`src/rtl/alu_result_bcd.sv`:
```
// -----------------------------------------------------------------------------
// alu_result_bcd
//
// Converts the registered binary ALU result to packed BCD for the seven-segment
// display driver. It uses a sequential double-dabble: one correct-and-shift step
// per clock. Both sides use a valid/ready handshake. A leading-zero blanking mask
// lets the display driver suppress insignificant digits.
//
// Parameters
//   IN_WIDTH  width of the unsigned binary input (2*WIDTH of the ALU)
//   DIGITS    number of BCD output digits; 10^DIGITS must exceed 2^IN_WIDTH-1
//
// Ports
//   clk        system clock, rising edge
//   rst        asynchronous, active-high reset
//   in_data    unsigned binary value to convert
//   in_valid   in_data is valid this cycle
//   in_ready   block can accept a value (IDLE only)
//   bcd        packed BCD result, digit 0 (units) in bcd[3:0]
//   digit_nz   per-digit significance mask, bit 0 always set with a result
//   out_valid  bcd/digit_nz hold a completed conversion
//   out_ready  consumer accepts the result
//   busy       conversion in progress (SHIFT)
// -----------------------------------------------------------------------------
module alu_result_bcd #(
    parameter int IN_WIDTH = 8,
    parameter int DIGITS   = 3
) (
    input  logic                  clk,
    input  logic                  rst,
    input  logic [IN_WIDTH-1:0]   in_data,
    input  logic                  in_valid,
    output logic                  in_ready,
    output logic [4*DIGITS-1:0]   bcd,
    output logic [DIGITS-1:0]     digit_nz,
    output logic                  out_valid,
    input  logic                  out_ready,
    output logic                  busy
);

    localparam int BCD_W = 4 * DIGITS;
    localparam int CNT_W = (IN_WIDTH > 1) ? $clog2(IN_WIDTH) : 1;

    // 10^DIGITS must be able to hold the largest input. Otherwise the 4-bit
    // digit corrections could overflow without anyone noticing.
    function automatic bit digits_sufficient();
        logic [127:0] pow10;
        logic [127:0] max_in;
        pow10  = 128'd1;
        for (int i = 0; i < DIGITS; i++) begin
            pow10 = pow10 * 128'd10;
        end
        max_in = (128'd1 << IN_WIDTH) - 128'd1;
        return pow10 > max_in;
    endfunction

    generate
        if (!digits_sufficient()) begin : g_bad_digits
            $fatal(1, "alu_result_bcd: DIGITS too small for IN_WIDTH");
        end
    endgenerate

    typedef enum logic [1:0] {
        ST_IDLE  = 2'd0,
        ST_SHIFT = 2'd1,
        ST_DONE  = 2'd2
    } state_t;

    state_t                 state_reg,    state_next;
    logic [IN_WIDTH-1:0]    bin_reg,      bin_next;
    logic [BCD_W-1:0]       scratch_reg,  scratch_next;
    logic [CNT_W-1:0]       cnt_reg,      cnt_next;
    logic [BCD_W-1:0]       bcd_reg,      bcd_next;
    logic [DIGITS-1:0]      digit_nz_reg, digit_nz_next;

    // Datapath for one double-dabble step.
    logic [BCD_W-1:0]           scratch_adj;
    logic [BCD_W+IN_WIDTH-1:0]  combo_shl;
    logic [BCD_W-1:0]           scratch_shl;
    logic [IN_WIDTH-1:0]        bin_shl;
    logic [DIGITS-1:0]          nz_shl;
    logic                       last_shift;

    // Every digit >= 5 gets +3 in parallel. The add is 4 bits with no carry
    // out, because a corrected digit is at most 12.
    generate
        for (genvar gi = 0; gi < DIGITS; gi++) begin : g_adj
            logic [3:0] digit;
            assign digit = scratch_reg[4*gi +: 4];
            assign scratch_adj[4*gi +: 4] = (digit >= 4'd5) ? (digit + 4'd3) : digit;
        end
    endgenerate

    // {scratch, binary} shifts left as one vector. The binary MSB feeds the units digit.
    assign combo_shl   = {scratch_adj, bin_reg} << 1;
    assign scratch_shl = combo_shl[BCD_W+IN_WIDTH-1:IN_WIDTH];
    assign bin_shl     = combo_shl[IN_WIDTH-1:0];

    // Digit i is significant if it or any higher digit is nonzero. The units
    // digit is always shown, so zero displays as a single "0".
    generate
        for (genvar gi = 0; gi < DIGITS; gi++) begin : g_nz
            if (gi == 0) begin : g_units
                assign nz_shl[gi] = 1'b1;
            end else begin : g_upper
                assign nz_shl[gi] = |scratch_shl[BCD_W-1:4*gi];
            end
        end
    endgenerate

    assign last_shift = (cnt_reg == CNT_W'(IN_WIDTH - 1));

    always_ff @(posedge clk or posedge rst) begin
        if (rst) begin
            state_reg    <= ST_IDLE;
            bin_reg      <= '0;
            scratch_reg  <= '0;
            cnt_reg      <= '0;
            bcd_reg      <= '0;
            digit_nz_reg <= '0;
        end else begin
            state_reg    <= state_next;
            bin_reg      <= bin_next;
            scratch_reg  <= scratch_next;
            cnt_reg      <= cnt_next;
            bcd_reg      <= bcd_next;
            digit_nz_reg <= digit_nz_next;
        end
    end

    always_comb begin
        state_next    = state_reg;
        bin_next      = bin_reg;
        scratch_next  = scratch_reg;
        cnt_next      = cnt_reg;
        bcd_next      = bcd_reg;
        digit_nz_next = digit_nz_reg;

        case (state_reg)
            ST_IDLE: begin
                if (in_valid) begin
                    bin_next     = in_data;
                    scratch_next = '0;
                    cnt_next     = '0;
                    state_next   = ST_SHIFT;
                end
            end
            ST_SHIFT: begin
                bin_next     = bin_shl;
                scratch_next = scratch_shl;
                cnt_next     = cnt_reg + CNT_W'(1);
                if (last_shift) begin
                    bcd_next      = scratch_shl;
                    digit_nz_next = nz_shl;
                    state_next    = ST_DONE;
                end
            end
            ST_DONE: begin
                // The result is held for as long as the consumer stalls.
                if (out_ready) begin
                    state_next = ST_IDLE;
                end
            end
            default: begin
                state_next = ST_IDLE;
            end
        endcase
    end

    assign in_ready  = (state_reg == ST_IDLE);
    assign busy      = (state_reg == ST_SHIFT);
    assign out_valid = (state_reg == ST_DONE);
    assign bcd       = bcd_reg;
    assign digit_nz  = digit_nz_reg;

endmodule

```
`config.mk`:
```
export PLATFORM = sky130hd
export DESIGN_NAME = alu_result_bcd
export DESIGN_NICKNAME = d
export VERILOG_FILES = /design/src/rtl/alu_result_bcd.sv
export SDC_FILE = /design/constraint.sdc
export NUM_CORES = 1
export LEC_CHECK = 0
export ABC_AREA = 1
export CORE_MARGIN = 5
export CORE_UTILIZATION = 45
export DETAILED_ROUTE_END_ITERATION = 10
export PLACE_DENSITY_LB_ADDON = 0.3
export SLEW_MARGIN = 30
export SYNTH_ARGS = -nofsm -noshare
export SYNTH_HDL_FRONTEND = slang
export SYNTH_SLANG_ARGS = --single-unit
```
`constraint.sdc`:
```
create_clock -name clk -period 1.3 [get_ports clk]
set_clock_uncertainty 0.05 [all_clocks]
set_input_delay 0.325 -clock clk [delete_from_list [all_inputs] [get_ports clk]]
set_output_delay 0.325 -clock clk [all_outputs]
set_load 0.02 [all_outputs]
```
==> results.env, run 1 <==
GRT_FIRST_PASS_WIRELENGTH_UM=8690
VDD_IR_DROP_MAX_mV=1.81
CRIT_PATH_MAX_INCR_DELAY_NS=0.42
HPWL_UM=3030
FILLCELLCOUNT=258
DIE_HEIGHT_UM=74.1
CRITPATHKIND='flop to flop'
NUMBER_OF_DESIGN_RULE_VIOLATIONS_LEFT_AFTER_DETAIL_ROUTING=0
MAX_FREQ_MHz=687
CLOCK_TREE_BUF_DEPTH=2
CRITPATHLAUNCHTYPE='flop'
FP.COREAREA_UM2=4000
CLOCK_INSERTION_DELAY_WORST_SKEW_NS=0.30
TIMING.SLEW.HEADROOM=0.833
POSTSYNTHREGISTERBITS=40
SYNTH_SEQUENTIAL_AREA_RATIO=0.541
GRTUSAGETOTAL=0.209
POSTSYNTH.TOPFLOPCELL='sky130_fd_sc_hd__dfrtp_1'
FINALPOWER_mW=9.59
ROOT_CELL_OF_THE_CLOCK_TREE='sky130_fd_sc_hd__clkbuf_8'
RR_STARTPOINT='scratch_reg[8]$_DFFE_PP0P_'
CRITICAL_PATH_PEAK_FANOUT=3
SLEW_VIOL_FINAL=0
CTS-BUFFERS-INSERTED=5
POST-PLACE-WS_NS=-0.320
CRITICAL_PATH.N_BUFFERS_INVERTERS=2
FP.DIEW_UM=74.1
DPL_CELL_AREA_UM2=2450
IO_PINS=30
STATUS='finished, violations left'
SYNTH_MUX_AREA_FRAC=0
LARGEST_NET_DEGREE_AT_THE_START_OF_GLOBAL_ROUTING=41
SYNTH_TOP_CELLS_BY_AREA='sky130_fd_sc_hd__dfrtp_1, sky130_fd_sc_hd__nand2_1, sky130_fd_sc_hd__o21ai_0'
VIAS_PER_CELL=5.45
ASYNC_FLOP_SHARE=1.00
GRT_PASS1_VIAS=1835
SYNTH-ADDER-AREA-SHARE=0.0541
SIMPLE_GATE_SHARE_OF_THE_SYNTHESIZED_AREA=0.181
SYNTH_COMPOUND_AREA_FRAC=0.154
WORST_SLEW_PIN_SLEW_NS=0.248
ANTENNA_LEFT=0
FIN_WORST_HOLD_SLACK_NS=0.326
WORSTHOLDPATHTYPE='input port to async pin'
DIE-AREA_UM2=5490
R2R_END='digit_nz[1]$_DFFE_PP0P_'
COUNT_OF_MAPPED_CELLS_OUT_OF_SYNTHESIS=208
SYNTH_TOP_FAMILY_BY_AREA='simple AND/OR/NAND/NOR gates'
YOSYS.CELL_TYPES.COUNT=24
CTS.SINKS=40
CRITICAL-PATH-TOP-DELAY-FAMILY='simple AND/OR/NAND/NOR gates'
SYNTHTOPCELLSBYCOUNT='sky130_fd_sc_hd__nand2_1, sky130_fd_sc_hd__dfrtp_1, sky130_fd_sc_hd__o21ai_0'
SYNTH_AREA_LEADER_CELL='sky130_fd_sc_hd__dfrtp_1'
NET_COUNT_AFTER_SYNTHESIS=228
DRV_CAP=0
DP.CELLS=310
CELLLEAKAGEPOWER_nW=1.42
ROUTED-VIA-COUNT=1816
FINAL_AREA_UM2=3090
RRSETUPSLACK_NS=-0.16
NUMBER_OF_ANTENNA_VIOLATIONS_AT_THE_FIRST_CHECK_IN_GLOBAL_ROUTING=0
DRT_FIRST_ITER_VIOLATIONS=117
DATA_REQUIRED_TIME_AT_THE_WORST_ENDPOINT_NS=1.44
START_UTIL=0.463
PATH_CELLS='inv_2 -> ha_4 -> inv_4 -> nand2_4 -> nand4_1 -> nand2_2 -> nand2_2 -> nor2_4 -> a21oi_1'
RSZ0062_AT_GRT='yes'
DIODES=0
HOLD_VIOLATIONS=0
ROUTE.FINAL.WIRE_LENGTH_UM=5730
POWERDENSITY_nW_PER_UM2=3100
POST-ROUTE-MIN-PERIOD_NS=1.46
ARRIVAL_NS=1.59
AREAGROWTHSYNTHTOFINISH_PCT=66.9
CTS.REPORTEDPATHS.CLKPINSLEW_NS=0.08
PORT-BUFFER-COUNT=29
YOSYS_WARNINGS=0
GRT-OVFL-TOTAL=0
REG2REG_DEPTH=9
LAYOUT.CELLS.NON_FILLER=333
SETUP_VIOL_COUNT_FINAL=39
LAYOUT_SETUP_WS_NS=-0.156
VIOLATIONS='negative setup slack'
LAYOUT_NETS=303
TCRIT_TCLK_FINAL=1.12
FIRST_PASS_ITERS=4
ENDPOINT_KIND_OF_THE_WORST_SETUP_TIMING_PATH='flop'
POST_SYNTH_XOR_AREA_FRACTION=0.00473
CP_COMMON_CELL='sky130_fd_sc_hd__nand2_2'
POST_SYNTH_EDFFS=0
SYNTHESIS.AREA_UM2=1850
CRITPATHSLOWESTCELL='sky130_fd_sc_hd__dfrtp_1'
TRITONCTS='done'
SYN_AVG_CELL_AREA_UM2=8.90
CLOCK_TREE.HTREE_LEVEL_COUNT=2
PLACEMENTROWS=23
DRIVE_GT1_FRAC=0.590
WIRE_PER_INST_UM=17.2
YOSYSTOPAREACELLSHARE=0.541
TIMING.CRITICAL_PATH.DEPTH=9
SYNTHMOSTINSTANTIATEDCELL='sky130_fd_sc_hd__nand2_1'
GP_CONGESTION=0.819
## logic make-up after synthesis
group / count (synthesis)
buf+inv: 29
simple gates: 79
xor+xnor: 1
fa+ha+maj: 8
flops: 40
compound gates: 51
## where the power goes
part | total (mW) | internal, mW | switching, mW
Clock | 0.806 | 0.366 | 0.441
Combinational | 6.44 | 2.97 | 3.46
Sequential | 2.35 | 1.86 | 0.489
Total | 9.59 | 5.20 | 4.39
## metal layers
metal | part of all wire | vias to the layer above | GRT usage
li1 | - | 853 | -
met2 | 0.52 | 59 | 0.372
met4 | 0.022 | 0 | 0.0624
met1 | 0.40 | 890 | 0.253
met5 | 0 | - | 0
met3 | 0.054 | 14 | 0.0459
## worst max-delay path by stage
stage                                    start                      end  slack [ns]
floorplan             state_reg[0]$_DFFE_PP0P_                     busy       0.003
global placement      state_reg[0]$_DFFE_PP0P_                     busy       -0.30
detailed placement    state_reg[0]$_DFFE_PP0P_                     busy       -0.32
CTS                   state_reg[1]$_DFFE_PP0P_                     busy       -0.15
global route        scratch_reg[4]$_DFFE_PP0P_  digit_nz[1]$_DFFE_PP0P_       -0.23
finish              scratch_reg[8]$_DFFE_PP0P_  digit_nz[1]$_DFFE_PP0P_       -0.16
## per-stage QoR
step	utilization	setup TNS (ns)
detailed placement	0.613	-7.21
floorplan	-	0
finish	0.772	-2.46
global placement	0.613	-6.05
CTS	0.724	-1.66
global route	0.772	-5.00
## worst register-to-register path, delay by kind of cell, from the launching register on
| kind | cells | cell delay (ns) |
|---|---|---|
| AO/OA/AOI/OAI | 1 | 0.06 |
| adder cells (fa/ha/maj) | 1 | 0.17 |
| buffers and inverters | 2 | 0.16 |
| flip-flops | 1 | 0.42 |
| AND/OR/NAND/NOR | 5 | 0.49 |
## cell type report
| type | count | area (um2) | area share |
|---|---|---|---|
| sequential | 40 | 1000 | 0.325 |
| multi-input combinational | 139 | 1170 | 0.379 |
| timing repair buffer | 73 | 662 | 0.214 |
| tap | 50 | 62.6 | 0.0203 |
| timing repair inverter | 1 | 6.26 | 0.00203 |
| clock inverter | 1 | 5.00 | 0.00162 |
| inverter | 23 | 106 | 0.0344 |
| clock buffer | 6 | 72.6 | 0.0235 |
## cell usage in the layout (no fill, tap or decap), types with 4 or more instances in the layout
master                            count
sky130_fd_sc_hd__buf_12               4
sky130_fd_sc_hd__buf_2               15
sky130_fd_sc_hd__buf_4               30
sky130_fd_sc_hd__buf_6                9
sky130_fd_sc_hd__clkbuf_8             5
sky130_fd_sc_hd__clkdlybuf4s50_1     11
sky130_fd_sc_hd__dfrtp_1             37
sky130_fd_sc_hd__ha_4                 5
sky130_fd_sc_hd__inv_1                9
sky130_fd_sc_hd__inv_2               10
sky130_fd_sc_hd__nand2_1             16
sky130_fd_sc_hd__nand2_2             24
sky130_fd_sc_hd__nand2_4              4
sky130_fd_sc_hd__nand4_1              4
sky130_fd_sc_hd__nor2_1              14
sky130_fd_sc_hd__nor2_4               6
sky130_fd_sc_hd__o21ai_0              4
sky130_fd_sc_hd__o21ai_1             13
sky130_fd_sc_hd__o21ai_2             14
sky130_fd_sc_hd__o22ai_2             10
## repair_timing
item                                    in CTS  in global routing
hold buffers                                 0                  0
endpoints found under the setup margin      58                 43
buffers inserted                            11                  3
gates resized for setup                    168                 55
pin swaps                                   26                 19
gates cloned                                 3                  1
Note: power is estimated with default switching activity, not from simulation.
==> run 2: changes to the inputs <==
==> constraint.sdc (replaced) <==
create_clock -name clk -period 1.7 [get_ports clk]
set_clock_uncertainty 0.05 [all_clocks]
set_input_delay 0.425 -clock clk [delete_from_list [all_inputs] [get_ports clk]]
set_output_delay 0.425 -clock clk [all_outputs]
set_load 0.02 [all_outputs]
==> results.env, run 2 (same netlist as run 1, synthesis figures left out) <==
STATUS='finished clean'  # was finished, violations left
CELLLEAKAGEPOWER_nW=1.14  # was 1.42 nW
GRTUSAGETOTAL=0.149  # was 0.209
GP_CONGESTION=0.791  # was 0.819
POWER.COMBINATIONAL.FRACTION=0.519  # was 0.671
CTS-BUFFERS-INSERTED=5  # unchanged
P_CLK_FRAC=0.133  # was 0.084
INTERNAL_POWER_mW=2.70  # was 5.20 mW
TCRIT_TCLK_FINAL=0.921  # was 1.12
CTS.SINKS=40  # unchanged
HOLD_VIOLATIONS=0  # unchanged
VDD_IR_DROP_MAX_mV=0.909  # was 1.81 mV
DP.CELLS=289  # was 310
CLOCK_TREE.HTREE_LEVEL_COUNT=2  # unchanged
NUMBER_OF_DESIGN_RULE_VIOLATIONS_LEFT_AFTER_DETAIL_ROUTING=0  # unchanged
GRT_FIRST_PASS_WIRELENGTH_UM=6270  # was 8690 um
POST-ROUTE-MIN-PERIOD_NS=1.57  # was 1.46 ns
ROOT_CELL_OF_THE_CLOCK_TREE='sky130_fd_sc_hd__clkbuf_8'  # unchanged
ARRIVAL_NS=1.69  # was 1.59 ns
TIMING.SLEW.HEADROOM=0.836  # was 0.833
ENDPOINT_KIND_OF_THE_WORST_SETUP_TIMING_PATH='flop'  # unchanged
DIODES=0  # unchanged
WORSTHOLDPATHTYPE='flop to flop'  # was input port to async pin
CLOCK_TREE_BUF_DEPTH=2  # unchanged
NUMBER_OF_ANTENNA_VIOLATIONS_AT_THE_FIRST_CHECK_IN_GLOBAL_ROUTING=0  # unchanged
FILLCELLCOUNT=374  # was 258
LAYOUT_NETS=267  # was 303
PLACEMENTROWS=23  # unchanged
TRITONCTS='done'  # unchanged
PORT-BUFFER-COUNT=29  # unchanged
POWERDENSITY_nW_PER_UM2=2070  # was 3100 nW/um2
DIE-AREA_UM2=5490  # unchanged
POST-PLACE-WS_NS=0.0367  # was -0.320 ns
P_SW_FRAC=0.434  # was 0.458
VIAS_PER_CELL=4.98  # was 5.45
LAYOUT_COMMONEST_CELL='sky130_fd_sc_hd__nand2_1'  # was sky130_fd_sc_hd__dfrtp_1
AREAGROWTHSYNTHTOFINISH_PCT=24.5  # was 66.9%
UTILIZATION=0.576  # was 0.772
ROUTE.FINAL.WIRE_LENGTH_UM=3590  # was 5730 um
FP.COREAREA_UM2=4000  # unchanged
FP.DIEW_UM=74.1  # unchanged
START_UTIL=0.463  # unchanged
MOST_FREQUENT_CELLS_IN_THE_LAYOUT='sky130_fd_sc_hd__nand2_1, sky130_fd_sc_hd__dfrtp_1, sky130_fd_sc_hd__o21ai_0'  # was sky130_fd_sc_hd__dfrtp_1, sky130_fd_sc_hd__buf_4, sky130_fd_sc_hd__nand2_2
LAYOUT.CELLS.NON_FILLER=298  # was 333
LAYOUT_SETUP_WS_NS=0.135  # was -0.156 ns
NET-SWITCHING-POWER_mW=2.07  # was 4.39 mW
MAX_FREQ_MHz=639  # was 687 MHz
LARGEST_NET_DEGREE_AT_THE_START_OF_GLOBAL_ROUTING=41  # unchanged
DRT_FIRST_ITER_VIOLATIONS=111  # was 117
DIE_HEIGHT_UM=74.1  # unchanged
GRT_PASS1_VIAS=1386  # was 1835
DATA_REQUIRED_TIME_AT_THE_WORST_ENDPOINT_NS=1.83  # was 1.44 ns
WORST_SLEW_PIN_SLEW_NS=0.247  # was 0.248 ns
CRITPATHLAUNCHTYPE='flop'  # unchanged
SLEW_VIOL_FINAL=0  # unchanged
IO_PINS=30  # unchanged
DRIVE_GT1_FRAC=0.105  # was 0.590
CTS.REPORTEDPATHS.CLKPINSLEW_NS=0.07  # was 0.08 ns
ROUTED-VIA-COUNT=1485  # was 1816
WIRE_PER_INST_UM=12.0  # was 17.2 um
FINALPOWER_mW=4.77  # was 9.59 mW
CRITICAL_PATH_PEAK_FANOUT=4  # was 3
HPWL_UM=2630  # was 3030 um
ANTENNA_LEFT=0  # unchanged
CLOCK_INSERTION_DELAY_WORST_SKEW_NS=0.29  # was 0.30 ns
FIRST_PASS_ITERS=4  # unchanged
CRITPATHKIND='flop to flop'  # unchanged
SETUP_VIOL_COUNT_FINAL=0  # was 39
DRV_CAP=0  # unchanged
GRT-OVFL-TOTAL=0  # unchanged
POWER.SHARE.SEQUENTIAL=0.348  # was 0.245
-- run 2: routing by layer --
metal / vias up / global-route usage / wire length (um)
li1: 772 / - / -
met1: 670 / 0.206 / 1770
met2: 37 / 0.219 / 1530
met3: 6 / 0.0486 / 222
met4: 0 / 0.0563 / 62
met5: - / 0 / 0
-- run 2: per-stage QoR --
stage               hold WS (ns)  TNS [ns]  area [um2]
CTS                        0.434         0        2310
finish                     0.427         0        2300
detailed placement         0.423         0        2240
floorplan                  0.398         0        1850
global placement           0.402         0        2240
global route               0.443  -0.00246        2300
-- run 2: final timing paths --
kind                       depth (start not counted)                 endpoint  slack, ns                       start
setup / recovery                                   9  digit_nz[1]$_DFFE_PP0P_       0.13  scratch_reg[4]$_DFFE_PP0P_
hold / removal                                     2       bcd[5]$_DFFE_PP0P_       0.43          bcd[5]$_DFFE_PP0P_
setup reg to reg                                   9  digit_nz[1]$_DFFE_PP0P_       0.13  scratch_reg[4]$_DFFE_PP0P_
hold reg to reg                                    2       bcd[5]$_DFFE_PP0P_       0.43          bcd[5]$_DFFE_PP0P_
max in group asynchronous                          3      bcd[11]$_DFFE_PP0P_       0.97                         rst
min in group asynchronous                          3       bcd[0]$_DFFE_PP0P_       0.44                         rst
-- run 2: power groups by stage --
stage                     Combinational, mW  Clock [mW]  Sequential, mW
after global routing                   2.83       0.703            1.73
after detailed placement               2.63           0            1.69
final                                  2.47       0.636            1.66
after global placement                 2.57           0            1.67
after CTS                              2.51       0.663            1.67
after floorplan                        1.59           0            1.84
-- run 2: worst max-delay path: stages (launching register included) --
cell and delay [ns]:
sky130_fd_sc_hd__dfrtp_1 0.42, sky130_fd_sc_hd__inv_1 0.13, sky130_fd_sc_hd__ha_1 0.17, sky130_fd_sc_hd__inv_1 0.04, sky130_fd_sc_hd__nand2_1 0.10, sky130_fd_sc_hd__nand3_1 0.13
sky130_fd_sc_hd__nand2_1 0.16, sky130_fd_sc_hd__nand2_1 0.06, sky130_fd_sc_hd__nor2_1 0.12, sky130_fd_sc_hd__a21oi_1 0.08
-- run 2: what timing repair did --
item	in CTS	in global routing
buffers inserted	0	1
hold endpoints to repair	0	0
setup endpoints to repair	18	5
hold buffers	0	0
resized for setup	20	4
-- run 2: area by class of cell --
| class | count | area [um2] | share of cell area |
|---|---|---|---|
| repair buffers | 38 | 337 | 0.146 |
| well taps | 50 | 62.6 | 0.0271 |
| multi-input cells | 139 | 728 | 0.316 |
| clock buffers | 8 | 90.1 | 0.0391 |
| inverters | 23 | 86.3 | 0.0375 |
| flip-flops and latches | 40 | 1000 | 0.434 |
